File: src/rtl/dac_pkg.sv
// Shared types and sizing helpers for the segmented DAC decoder.
// The element-rotation build option is selected with the DEC_DWA_EN macro.
package dac_pkg;

  typedef enum logic {
    IDLE  = 1'b0,
    SHIFT = 1'b1
  } state_t;

  // Number of unary segment lines driven by an msb_w-bit field.
  function automatic int calc_nt(input int msb_w);
    return (1 << msb_w) - 1;
  endfunction

  function automatic int calc_cnt_w(input int bin_w);
    return $clog2(bin_w + 1);
  endfunction

endpackage

File: src/rtl/seg_dac_decoder_therm_encoder.sv
// Combinational m -> N_T-line unary code, starting at rotation pointer p.
// Line (p+k) mod N_T is lit for k = 0..m-1; p = 0 gives the plain thermometer code.
module therm_encoder
  import dac_pkg::*;
#(
  parameter int MSB_W = 3,
  localparam int N_T = calc_nt(MSB_W)
) (
  input  logic [MSB_W-1:0] m,
  input  logic [MSB_W-1:0] p,
  output logic [N_T-1:0]   therm
);

  int off;

  // Each line is lit when its distance past the pointer falls below m.
  always_comb begin
    therm = '0;
    off   = 0;
    for (int i = 0; i < N_T; i++) begin
      off      = (i >= int'(p)) ? (i - int'(p)) : (i + N_T - int'(p));
      therm[i] = (off < int'(m));
    end
  end

endmodule

File: src/rtl/seg_dac_decoder.sv
// Serial MSB-first word deserialiser feeding a thermometer/binary segmented DAC.
// Define DEC_DWA_EN to rotate the thermometer lines with data-weighted averaging.
module seg_dac_decoder
  import dac_pkg::*;
#(
  parameter int BIN_W = 8,
  parameter int MSB_W = 3,
  localparam int N_T = calc_nt(MSB_W)
) (
  input  logic                   clk,
  input  logic                   rst,
  input  logic                   serial_in,
  input  logic                   sync_in,
  output logic [N_T-1:0]         therm_out,
  output logic [BIN_W-MSB_W-1:0] bin_out,
  output logic                   word_valid,
  output logic                   frame_err,
  output logic                   busy
);

  localparam int CNT_W = calc_cnt_w(BIN_W);
  localparam logic [CNT_W-1:0] LAST_CNT = CNT_W'(BIN_W - 1);

  if (BIN_W < 2 || BIN_W > 16 || MSB_W < 1 || MSB_W > BIN_W - 1) begin : g_bad_params
    $error("seg_dac_decoder: illegal BIN_W/MSB_W combination");
  end

  state_t             state;
  logic [CNT_W-1:0]   cnt;
  logic [BIN_W-2:0]   shreg;
  logic [BIN_W-1:0]   word_full;
  logic [MSB_W-1:0]   m;
  logic [MSB_W-1:0]   ptr;
  logic [N_T-1:0]     therm_next;

  assign word_full = {shreg, serial_in};
  assign m         = word_full[BIN_W-1 -: MSB_W];

`ifdef DEC_DWA_EN
  localparam logic [MSB_W:0] NT_EXT = (MSB_W + 1)'(N_T);
  logic [MSB_W:0]   p_sum;
  logic [MSB_W-1:0] p_next;

  // p + m never exceeds 2*N_T-1, so one conditional subtract wraps it.
  always_comb begin
    p_sum  = {1'b0, ptr} + {1'b0, m};
    p_next = (p_sum >= NT_EXT) ? MSB_W'(p_sum - NT_EXT) : p_sum[MSB_W-1:0];
  end
`else
  assign ptr = '0;
`endif

  therm_encoder #(.MSB_W(MSB_W)) u_enc (
    .m     (m),
    .p     (ptr),
    .therm (therm_next)
  );

  // A sync seen mid-frame restarts framing on the current bit and drops the partial word.
  always_ff @(posedge clk) begin
    if (rst) begin
      state      <= IDLE;
      cnt        <= '0;
      shreg      <= '0;
      therm_out  <= '0;
      bin_out    <= '0;
      word_valid <= 1'b0;
      frame_err  <= 1'b0;
      busy       <= 1'b0;
`ifdef DEC_DWA_EN
      ptr        <= '0;
`endif
    end else begin
      word_valid <= 1'b0;
      frame_err  <= 1'b0;
      case (state)
        IDLE: begin
          if (sync_in) begin
            shreg <= (BIN_W - 1)'(serial_in);
            cnt   <= CNT_W'(1);
            state <= SHIFT;
            busy  <= 1'b1;
          end
        end
        SHIFT: begin
          if (sync_in) begin
            frame_err <= 1'b1;
            shreg     <= (BIN_W - 1)'(serial_in);
            cnt       <= CNT_W'(1);
          end else if (cnt == LAST_CNT) begin
            therm_out  <= therm_next;
            bin_out    <= word_full[BIN_W-MSB_W-1:0];
            word_valid <= 1'b1;
            state      <= IDLE;
            busy       <= 1'b0;
            cnt        <= '0;
`ifdef DEC_DWA_EN
            ptr        <= p_next;
`endif
          end else begin
            shreg <= word_full[BIN_W-2:0];
            cnt   <= cnt + 1'b1;
          end
        end
        default: begin
          state <= IDLE;
          busy  <= 1'b0;
        end
      endcase
    end
  end

endmodule

File: config.mk
export PLATFORM = sky130hd
export DESIGN_NAME = seg_dac_decoder
export DESIGN_NICKNAME = d
export VERILOG_FILES = /design/src/rtl/dac_pkg.sv /design/src/rtl/seg_dac_decoder_therm_encoder.sv /design/src/rtl/seg_dac_decoder.sv
export SDC_FILE = /design/constraint.sdc
export NUM_CORES = 1
export LEC_CHECK = 0
export BUFFER_PORTS_ARGS = -buffer_cell sky130_fd_sc_hd__buf_4
export CORE_AREA = 2 2 63 65
export DETAILED_ROUTE_END_ITERATION = 12
export DIE_AREA = 0 0 65 67
export PLACE_DENSITY = 0.48
export SKIP_CTS_REPAIR_TIMING = 1
export SYNTH_ARGS = -nofsm -noshare
export SYNTH_HDL_FRONTEND = slang
export SYNTH_SLANG_ARGS = --single-unit
File: constraint.sdc
create_clock -name clk -period 2.1 [get_ports clk]
set_input_delay 0.21 -clock clk [delete_from_list [all_inputs] [get_ports clk]]
set_output_delay 0.21 -clock clk [all_outputs]
set_load 0.05 [all_outputs]
### Word-level counts from Yosys, hierarchy flattened

Cells that the tools add are included.

| cells by class | value |
|---|---|
| bitwise operators | 2 |
| equal/unequal tests | 5 |
| add/sub/neg operators | 1 |
| muxes and demuxes | 17 |
| reduce and logical (&&, ||, !) cells | 5 |
| magnitude comparators | 7 |

Operators with widths:

| kind | count |
|---|---|
| 2-to-1 mux 7 bit | 3 |
| case mux 7 bit (2 select lines) | 1 |
| 2-to-1 mux 4 bit | 3 |
| less-than comparator 3 bit, first input constant | 3 |
| case mux 4 bit (2 select lines) | 1 |
| 2-to-1 mux 1 bit | 7 |
| less-than comparator 1 x 3 -> 1 bit, first input constant | 2 |
| less-than comparator 2 x 3 -> 1 bit, first input constant | 2 |
| AND reduction 3 bit | 2 |
| adder 4 x 1 -> 4 bit, second input constant | 1 |
| == test 4 x 3 -> 1 bit, second input constant | 1 |
| inequality test 2 bit, second input constant | 2 |
| case mux 1 bit (2 select lines) | 2 |
| inequality test 3 bit, second input constant | 1 |
| OR reduction 3 bit | 1 |
| inequality test 2 x 1 -> 1 bit, second input constant | 1 |
| NOT 1 bit | 2 |
| AND reduction 2 bit | 1 |
| OR reduction 2 bit | 1 |

| storage, ports and cells | value |
|---|---|
| register bits | 27 |
| word-level logic and storage cells | 45 |

### Depth between registers and ports, before layout

Gate-level depths: netlist (run 1).

| depth | value |
|---|---|
| depth in word-level cells | 4 |
| depth in mapped cells | 5 |
| mapped depth without buffers | 4 |

### By module

Synthesis (run 1) repeated with hierarchy kept, for this count alone.

| second synthesis, totals | value |
|---|---|
| cells, all modules | 199 |
| area, all modules | 1838.0 sq um |

Modules (own cells, without submodules):

| module | area an instance (sq um) | cells each | times used |
|---|---|---|---|
| seg_dac_decoder | 972.2 | 86 | 1 |
| therm_encoder | 865.8 | 113 | 1 |

### Worst setup path before layout (run 1)

No wires, ideal clock.

| timing path | value |
|---|---|
| path kind | register to register |
| start | register cnt[0] |
| end | register cnt[0] |
| arrival | 1.244 ns |
| required time | 2.032 ns |
| path slack | 0.788 ns |
| period minus slack after synthesis | 1.312 ns |
| stages on the path, launching flop included | 6 |
| library setup time | 0.068 ns |
| cell sequence | dfxtp_1 > ha_1 > and3b_1 > buf_6 > or3_1 > a21oi_2 |

| between the ends | value |
|---|---|
| word-level cells in the longest chain between the ends | 4 |
| elaborated cells on any way between the ends | 5 |

RTL lines:

| item | line | source |
|---|---|---|
| from (decl) | seg_dac_decoder.sv:29 | `logic [CNT_W-1:0] cnt;` |
| from (signal assigned) | seg_dac_decoder.sv:102 | `cnt <= cnt + 1'b1;` |
| adder 4 x 1 -> 4 bit or == test 4 x 3 -> 1 bit (tied branches) | seg_dac_decoder.sv:102, seg_dac_decoder.sv:90 |  |
| 2-to-1 mux 4 bit * | seg_dac_decoder.sv:90 | `end else if (cnt == LAST_CNT) begin` |
| 2-to-1 mux 4 bit * | seg_dac_decoder.sv:86 | `if (sync_in) begin` |
| case mux 4 bit (2 select lines) * | seg_dac_decoder.sv:76 | `case (state)` |

Mark *: on every way between the ends. The rest lies on a longest branch, timed or not.
A chain may end at the register's enable or synchronous reset.

### Worst setup path in the final report (run 1)

| timing path | value |
|---|---|
| start | register cnt[0] |
| end | register shreg[0] |

| between the ends | value |
|---|---|
| word-level cells in the longest chain between the ends | 3 |

RTL lines:

| item | line | source |
|---|---|---|
| == test 4 x 3 -> 1 bit | seg_dac_decoder.sv:90 |  |
| inequality test 3 bit (no source line) | - |  |
| AND reduction 2 bit (no source line) | - |  |
| to (signal assigned) | seg_dac_decoder.sv:79 | `shreg <= (BIN_W - 1)'(serial_in);` |
| to (signal assigned) | seg_dac_decoder.sv:88 | `shreg <= (BIN_W - 1)'(serial_in);` |
| to (signal assigned) | seg_dac_decoder.sv:101 | `shreg <= word_full[BIN_W-2:0];` |
| to (decl) | seg_dac_decoder.sv:30 | `logic [BIN_W-2:0] shreg;` |

No other way between the ends.

==> results.md, run 1 <==
- Die W: 65 um
- Crit share post-route: 80.3%
- CP Launch Type: flip-flop
- Final setup violating endpoints: 0
- Synthesized area: 0.00108 mm2
- Max Root-Sink Buffers: 2
- YS warnings: 0
- Final hold vios: 0
- Worst-path fanout max: 14
- CP cell instances: ha_1 > nand3b_1 > a21oi_1 > mux2i_1
- Hpwl dp: 1480 um
- Post-synth EDFFs: 0
- Worst hold stages: 2
- Sequential cell area fraction in the yosys report: 50.1%
- PwrDens: 697 mW/mm2
- Fillers: 381
- Clk root buf: clkbuf_8
- Crit path required time: 2.31 ns
- Commonest cells in the netlist: 27 x dfxtp_1, 11 x nor3_1, 8 x a31o_2
- Area Growth Syn to Fin: 16.8%
- Sequential share of power: 59.9%
- Hold WC Path Type: input pin to flip-flop
- Setup WS pre-CTS: 0.410 ns
- VDD IR max: 0.208 mV
- Ys async rst share: 0%
- WHS: 0.184 ns
- Clock latency on the worst-skew pair: 0.27 ns
- Cell Int Power: 672 uW
- Critical path type: flip-flop to flip-flop
- Worst Slack Setup Final: 0.413 ns
- Final WL: 2150 um
- I/O Buffers: 18
- Max-cap violations: 0
- Total I/O pin count: 19
- Cell accounting for the most synthesized area: dfxtp_1
- Worst Hold End: cnt[3]
- First-pass GRT wire length: 3660 um
- Die Area: 0.00436 mm2
- HP Start: sync_in
- Initial Util: 29.9%
- Worst setup EP type: flip-flop
- Count leader, synth: dfxtp_1
- Top-area cell type share of the netlist area: 50.1%
- Layout cells sized above 1: 29.5%
- Worst Skew: 0.00251 ns
- GPL Wtd Cong: 0.712
- Avg Vias per Cell: 4.92
- F_max: 593 MHz
- Util after Layout: 35.0%
- TritonCTS clock tree: built
- R2R depth: 4
- Final antenna-violating net count: 0
- Total power: 879 uW
- Distinct cells, synth: 32
- Initial antenna violation count: 0
- N_diodes: 0
- Fin crit period: 1.69 ns
- Worst path max stage delay: 0.42 ns
- Die height: 67 um
- Via count: 837
- Gr usage total: 10.8%
- Flops & latches, synth: 27
- CTS Buf Count: 3
- Max transition margin: 61.4%
- DR iter-0 viols: 27
- Final slew viol count: 0
- Switching share of power: 23.5%
- Vias in the first global route: 803
- Placeable Area: 0.00361 mm2
- Syn avg cell area: 10.0 um2
- H-tree depth: 1
- Clk pwr share: 33.6%
- Number of remaining DRC errors: 0
- Top post-synthesis cells by area: dfxtp_1 50%, a31o_2 6.5%, nor3_1 5.1%
- Avg WL per Cell: 12.6 um
- Final setup TNS: 0 ns
- CP arrival: 1.90 ns
- Outcome: completed
- Reg-to-reg endpoint: shreg[0]
- Syn Inst Count: 108
- Clock sinks: 27
- Actual slew at the worst max-slew pin: 0.577 ns
- Reg2Reg Setup Slack: 0.41 ns
- Rows: 22
- Worst r2r src: cnt[0]
- Layout Nets: 128
- Leakage Power: 0.000475 uW
- CTS clk-pin slew, worst paths: 0.09 ns
- P_sw: 206 uW
- Comb power frac: 6.5%
- DRT Pass-1 Iters: 4
- Slowest stage cell on the critical path: nand3b_1
- Syn Nets: 113
- RSZ-0062 raised after global routing: no
- Top FF cell, synth: dfxtp_1
- Grt ovf: 0
- Largest net degree at the start of global routing: 21
area by class of cell:
type	instances	area [um2]	area share, %
inverter	2	7.51	0.595
tap	48	60.1	4.76
multi-input combinational	71	472	37.4
sequential	27	541	42.9
clock buffer	3	41.3	3.27
clock inverter	1	5.00	0.397
timing repair buffer	18	135	10.7
layout by cell type (no fill, tap or decap):
master	synthesis	layout
nand4_1	1	1
or3_1	2	2
inv_1	2	2
nand3b_1	1	1
nand2b_1	7	7
xor2_1	1	1
nand2b_4	1	1
nand2_2	1	1
nand2_1	5	5
nor3_1	11	11
nor2_1	3	3
clkinv_2	0	1
nor4_2	1	1
buf_4	1	18
a21o_1	1	1
a31o_1	1	1
a211oi_2	1	1
a21oi_2	1	1
and2b_2	1	1
o21ai_0	1	1
a31o_2	8	8
a21oi_1	7	7
and3b_1	1	1
a211oi_1	2	2
nor4_1	3	3
clkbuf_8	0	3
ha_1	1	1
o22ai_1	6	6
dfxtp_1	27	27
mux2i_1	2	2
and3_1	1	1
worst max path at each step:
stage,from,end,cells after the start
floorplan,cnt[0],cnt[0],5
global placement,cnt[0],shreg[0],4
detailed placement,cnt[0],shreg[0],4
CTS,cnt[0],shreg[0],4
global route,cnt[0],shreg[3],4
finish,cnt[0],shreg[0],4
power by group through the flow:
stage          combinational [uW]  sequential, uW  clock, uW
6_report                     56.9             526        295
3_5_place_dp                 57.8             539          0
5_1_grt                      61.8             528        333
2_1_floorplan                42.9             542          0
3_3_place_gp                 56.9             538          0
4_1_cts                      58.1             527        309
state kept, by name, summed over array words and instances (netlist names):
name        flops
shreg           7
cnt             4
therm_out       7
frame_err       1
bin_out         5
state           1
busy            1
word_valid      1
logic make-up after synthesis:
kind of cell	synth area share, %
AO/OA/AOI/OAI	18.5
multiplexers	1.85
XOR/XNOR	0.811
AND/OR/NAND/NOR	21.3
flip-flops	50.1
adder cells (fa/ha/maj)	1.16
buffers and inverters	6.26
layer usage:
metal  global-route usage, %  routed length, um
met1                    14.3               1060
met2                    17.4                999
met3                    2.20                 78
met4                    3.99                 12
met5                       0                  0
metrics by stage:
stage	area, um2	std cells
3_5_place_dp	1210	166
5_1_grt	1260	170
2_1_floorplan	1080	108
6_report	1260	170
4_1_cts	1260	170
3_3_place_gp	1210	166
critical path: cells and delay by family (launching register included):
| kind | cells | cell delay, ns |
|---|---|---|
| adders and majority gates | 1 | 0.22 |
| and+or+nand+nor | 1 | 0.42 |
| muxes | 1 | 0.20 |
| DFF | 1 | 0.39 |
| AOI/OAI and AO/OA | 1 | 0.39 |
No activity file was read; power rests on OpenSTA's default activity.
==> run 2, diff against run 1 <==
- clock period: 2.1 -> 1.8 ns (I/O delays scaled with it)
==> run 2 against run 1 <==
  * Highest routed layer unchanged
  * First-iteration DRC count decreased by 22%
  * Worst setup slack got worse by 0.069 ns
  * Sequential power increased by 17%
  * Combinational power increased by 24%
  * Non-clock buffer count increased by 2
  * Final area increased by 1.1%
==> results.md, run 2 (synthesis gave the netlist of run 1 again) <==
- Final hold vios: 0 (unchanged)
- Critical path type: flip-flop to flip-flop (unchanged)
- DR iter-0 viols: 21 (was 27)
- Slowest stage cell on the critical path: dfxtp_1 (was nand3b_1)
- H-tree depth: 1 (unchanged)
- Largest net degree at the start of global routing: 21 (unchanged)
- Worst hold stages: 2 (unchanged)
- Rows: 22 (unchanged)
- CTS Buf Count: 3 (unchanged)
- DRT Pass-1 Iters: 4 (unchanged)
- Worst Skew: 0.00370 ns (was 0.00251 ns)
- WHS: 0.152 ns (was 0.184 ns)
- Final setup TNS: 0 ns (unchanged)
- Max-cap violations: 0 (unchanged)
- Final antenna-violating net count: 0 (unchanged)
- Clock latency on the worst-skew pair: 0.27 ns (about the same)
- Grt ovf: 0 (unchanged)
- Actual slew at the worst max-slew pin: 0.343 ns (was 0.577 ns)
- F_max: 687 MHz (was 593 MHz)
- Clk root buf: clkbuf_8 (unchanged)
- Most frequent cells in the layout: 27 x dfxtp_1, 20 x buf_4, 11 x nor3_1 (was 27 x dfxtp_1, 18 x buf_4, 11 x nor3_1)
- R2R depth: 4 (unchanged)
- Avg WL per Cell: 12.9 um (was 12.6 um)
- N_diodes: 0 (unchanged)
- Worst-path fanout max: 10 (was 14)
- Number of remaining DRC errors: 0 (unchanged)
- Biggest regs: shreg: 7 flops, therm_out: 7 flops, bin_out: 5 flops (unchanged)
- Leakage Power: 0.000481 uW (was 0.000475 uW)
- Cell Int Power: 790 uW (was 672 uW)
- Fillers: 379 (was 381)
- Total I/O pin count: 19 (unchanged)
- Worst path max stage delay: 0.38 ns (was 0.42 ns)
- Final WL: 2210 um (was 2150 um)
- TritonCTS clock tree: built (unchanged)
- Die Area: 0.00436 mm2 (unchanged)
- Max transition margin: 77.1% (was 61.4%)
- CP Launch Type: flip-flop (unchanged)
- VDD IR max: 0.236 mV (was 0.208 mV)
- Die height: 67 um (unchanged)
- Initial Util: 29.9% (unchanged)
- First-pass GRT wire length: 3900 um (was 3660 um)
- Vias in the first global route: 853 (was 803)
- Final setup violating endpoints: 0 (unchanged)
- I/O Buffers: 18 (unchanged)
- Via count: 848 (was 837)
- Initial antenna violation count: 0 (unchanged)
- Placed inst area: 0.00123 mm2 (was 0.00121 mm2)
- Most common cell after layout, fill and taps aside: dfxtp_1 (unchanged)
- Hpwl dp: 1530 um (was 1480 um)
- CP cell instances: ha_1 > and3b_1 > nand2_2 > a31o_2 (was ha_1 > nand3b_1 > a21oi_1 > mux2i_1)
- Sequential share of power: 59.6% (was 59.9%)
- P_sw: 238 uW (was 206 uW)
- Layout cells sized above 1: 29.8% (was 29.5%)
- Fin crit period: 1.46 ns (was 1.69 ns)
- Hold WC Path Type: input pin to flip-flop (unchanged)
- Die W: 65 um (unchanged)
- CTS clk-pin slew, worst paths: 0.09 ns (about the same)
- Switching share of power: 23.2% (was 23.5%)
- Area Growth Syn to Fin: 18.1% (was 16.8%)
- Layout Nets: 130 (was 128)
- Worst setup EP type: flip-flop (unchanged)
- PwrDens: 806 mW/mm2 (was 697 mW/mm2)
- Clk pwr share: 33.5% (was 33.6%)
- Final slew viol count: 0 (unchanged)
- Clock sinks: 27 (unchanged)
- RSZ-0062 raised after global routing: no (unchanged)
- GPL Wtd Cong: 0.709 (was 0.712)
- Outcome: completed (unchanged)
- Placeable Area: 0.00361 mm2 (unchanged)
- CP arrival: 1.63 ns (was 1.90 ns)
- Gr usage total: 11.6% (was 10.8%)
- Avg Vias per Cell: 4.93 (was 4.92)
- Crit share post-route: 80.9% (was 80.3%)
- Max Root-Sink Buffers: 2 (unchanged)
- Crit path required time: 1.97 ns (was 2.31 ns)
- Post-route cell area: 0.00127 mm2 (was 0.00126 mm2)
- Comb power frac: 6.9% (was 6.5%)
[run 2: layer usage]
layer / vias to the layer above / track usage (%) / wire [um]
li1: 425 / - / -
met1: 397 / 14.7 / 1050
met2: 21 / 18.8 / 1020
met3: 5 / 2.53 / 105
met4: 0 / 5.59 / 40
met5: - / 0 / 0
[run 2: worst paths after layout]
kind             endpoint    startpoint  slack, ns
max reg2reg  therm_out[4]        cnt[0]       0.34
max          therm_out[4]        cnt[0]       0.34
min                cnt[3]       sync_in       0.15
min reg2reg  therm_out[5]  therm_out[5]       0.49
[run 2: power by group through the flow]
stage / registers, uW / logic [uW] / clock network, uW
global route: 615 / 77.2 / 391
CTS: 613 / 71.8 / 362
global placement: 626 / 71.0 / 0
floorplan: 632 / 50.0 / 0
detailed placement: 627 / 71.4 / 0
finish: 613 / 70.7 / 344
[run 2: area by class of cell]
type                    instances  area [um2]  share of cell area, %
inverters                       2        7.51                  0.589
well taps                      48        60.1                   4.71
clock buffers                   4        45.0                   3.53
multi-input cells              71         472                   37.0
repair buffers                 20         150                   11.8
flip-flops and latches         27         541                   42.4
[run 2: metrics by stage]
stage	worst slack (ns)	total power (uW)	utilization, %	instances
after detailed placement	0.356	698	34.1	168
final	0.344	1030	35.4	172
after CTS	0.338	1050	35.4	172
after global routing	0.231	1080	35.4	172
after floorplan	0.488	682	-	108
after global placement	0.433	697	34.1	168
[run 2: worst max-delay path: cells and delay by family (launching register included)]
| kind | cells | cell delay, ns |
|---|---|---|
| DFF | 1 | 0.38 |
| adders and majority gates | 1 | 0.22 |
| AOI/OAI and AO/OA | 1 | 0.28 |
| and+or+nand+nor | 2 | 0.47 |
==> run 3, diff against run 2 <==
- PLACE_DENSITY: 0.48 -> 0.49
- clock period: 1.8 -> 1.3 ns (I/O delays scaled with it)
==> run 3 against run 2 <==
  * Sequential power up 38%
  * Register-to-register slack worse by 0.33 ns
  * Worst setup slack got worse by 0.33 ns
  * Final cell count increased by 2.3%
  * First-iteration DRC count fell by 14%
  * Critical path depth up 1
  * Critical path type unchanged
  * Critical endpoint is now therm_out[6]
  * Largest cell class unchanged
==> results.md, run 3 (synthesis gave the netlist of run 1 again) <==
- CP arrival: 1.52 ns (was 1.63 ns)
- Largest net degree at the start of global routing: 21 (unchanged)
- Worst Skew: 0.00618 ns (was 0.00370 ns)
- Fillers: 369 (was 379)
- Hpwl dp: 1520 um (was 1530 um)
- PwrDens: 1050 mW/mm2 (was 806 mW/mm2)
- Fin crit period: 1.29 ns (was 1.46 ns)
- Via count: 848 (unchanged)
- Worst-path fanout max: 9 (was 10)
- First-pass GRT wire length: 3700 um (was 3900 um)
- Hold WC Path Type: input pin to flip-flop (unchanged)
- Leakage Power: 0.000530 uW (was 0.000481 uW)
- Critical path type: flip-flop to flip-flop (unchanged)
- Comb power frac: 7.8% (was 6.9%)
- Avg WL per Cell: 12.5 um (was 12.9 um)
- Total power: 1450 uW (was 1030 uW)
- VDD IR max: 0.468 mV (was 0.236 mV)
- Avg Vias per Cell: 4.82 (was 4.93)
- F_max: 777 MHz (was 687 MHz)
- I/O Buffers: 18 (unchanged)
- Die Area: 0.00436 mm2 (unchanged)
- Worst setup EP type: flip-flop (unchanged)
- Rows: 22 (unchanged)
- Clock sinks: 27 (unchanged)
- GPL Wtd Cong: 0.698 (was 0.709)
- Clock latency on the worst-skew pair: 0.28 ns (was 0.27 ns)
- WHS: 0.108 ns (was 0.152 ns)
- DR iter-0 viols: 18 (was 21)
- Number of remaining DRC errors: 0 (unchanged)
- Gr usage total: 11.1% (was 11.6%)
- CP Launch Type: flip-flop (unchanged)
- Final antenna-violating net count: 0 (unchanged)
- Total I/O pin count: 19 (unchanged)
- Most common cell after layout, fill and taps aside: dfxtp_1 (unchanged)
- Final hold vios: 0 (unchanged)
- Initial Util: 29.9% (unchanged)
- Crit path required time: 1.53 ns (was 1.97 ns)
- Switching share of power: 24.0% (was 23.2%)
- Die height: 67 um (unchanged)
- Most frequent cells in the layout: 25 x dfxtp_1, 22 x buf_4, 10 x nor3_1 (was 27 x dfxtp_1, 20 x buf_4, 11 x nor3_1)
- Worst Slack Setup Final: 0.0131 ns (was 0.344 ns)
- Max Root-Sink Buffers: 2 (unchanged)
- Final slew viol count: 0 (unchanged)
- N_diodes: 0 (unchanged)
- Initial antenna violation count: 0 (unchanged)
- Setup WS pre-CTS: -0.0228 ns (was 0.356 ns)
- Final setup violating endpoints: 0 (unchanged)
- DRT Pass-1 Iters: 3 (was 4)
- Actual slew at the worst max-slew pin: 0.339 ns (was 0.343 ns)
- Grt ovf: 0 (unchanged)
- Area Growth Syn to Fin: 27.3% (was 18.1%)
- Clk pwr share: 33.7% (was 33.5%)
- Vias in the first global route: 816 (was 853)
- Max transition margin: 77.4% (was 77.1%)
- TritonCTS clock tree: built (unchanged)
- CTS Buf Count: 3 (unchanged)
- Outcome: completed (unchanged)
- Placeable Area: 0.00361 mm2 (unchanged)
- Die W: 65 um (unchanged)
- CTS clk-pin slew, worst paths: 0.10 ns (was 0.09 ns)
- Layout cells sized above 1: 39.8% (was 29.8%)
- H-tree depth: 1 (unchanged)
- Layout Nets: 134 (was 130)
- Final WL: 2190 um (was 2210 um)
- RSZ-0062 raised after global routing: yes (was no)
- Crit share post-route: 99.0% (was 80.9%)
- Util after Layout: 38.1% (was 35.4%)
- Post-route cell area: 0.00138 mm2 (was 0.00127 mm2)
- Placed inst area: 0.00126 mm2 (was 0.00123 mm2)
- Cell Int Power: 1100 uW (was 790 uW)
- Sequential share of power: 58.5% (was 59.6%)
- P_sw: 347 uW (was 238 uW)
- Clk root buf: clkbuf_8 (unchanged)
- Max-cap violations: 0 (unchanged)
- Biggest regs: shreg: 7 flops, therm_out: 7 flops, bin_out: 5 flops (unchanged)
[run 3: cell count changes in the layout (fill, tap and decap cells not counted), sizes merged]
cell      change
clkinvlp      +1
buf           +4
clkbuf        -1
[run 3: routing by layer]
layer  wire length (um)  vias to the layer above  track usage (%)
met5                  0                        -                0
met4                 31                        0             5.59
met3                 80                        4             2.70
met2                968                       16             17.0
met1               1110                      394             14.4
li1                   -                      434                -
[run 3: path summary, 6_finish.rpt]
path | start | to | slack [ns] | cells after the start
worst min register to register | bin_out[2] | bin_out[2] | 0.50 | 1
worst max-delay path | cnt[0] | therm_out[6] | 0.01 | 5
worst max register to register | cnt[0] | therm_out[6] | 0.01 | 5
worst min-delay path | sync_in | cnt[3] | 0.11 | 2
[run 3: power groups by stage]
stage	sequential [uW]	clock [uW]	combinational [uW]
2_1_floorplan	875	0	69.4
3_3_place_gp	864	0	107
3_5_place_dp	865	0	106
4_1_cts	845	493	107
5_1_grt	849	537	125
6_report	847	487	113
[run 3: final cells by class]
cell class	count	area [um2]	share of cell area, %
Clock buffer	3	41.3	3.00
Clock inverter	1	7.51	0.546
Inverter	2	7.51	0.546
Multi-Input combinational cell	71	528	38.4
Sequential cell	27	543	39.5
Tap cell	48	60.1	4.37
Timing Repair Buffer	24	188	13.6
[run 3: metrics by stage]
stage                     TNS, ns  instances
final                           0        176
after global routing       -0.142        176
after CTS                  -0.105        176
after detailed placement  -0.0288        172
after global placement    -0.0540        172
after floorplan                 0        108
[run 3: worst max-delay path, stage by stage (launching register included)]
cell,delay [ns]
dfxtp_2,0.36
ha_4,0.14
nand3b_1,0.14
buf_6,0.19
nor4_4,0.28
a31o_2,0.13
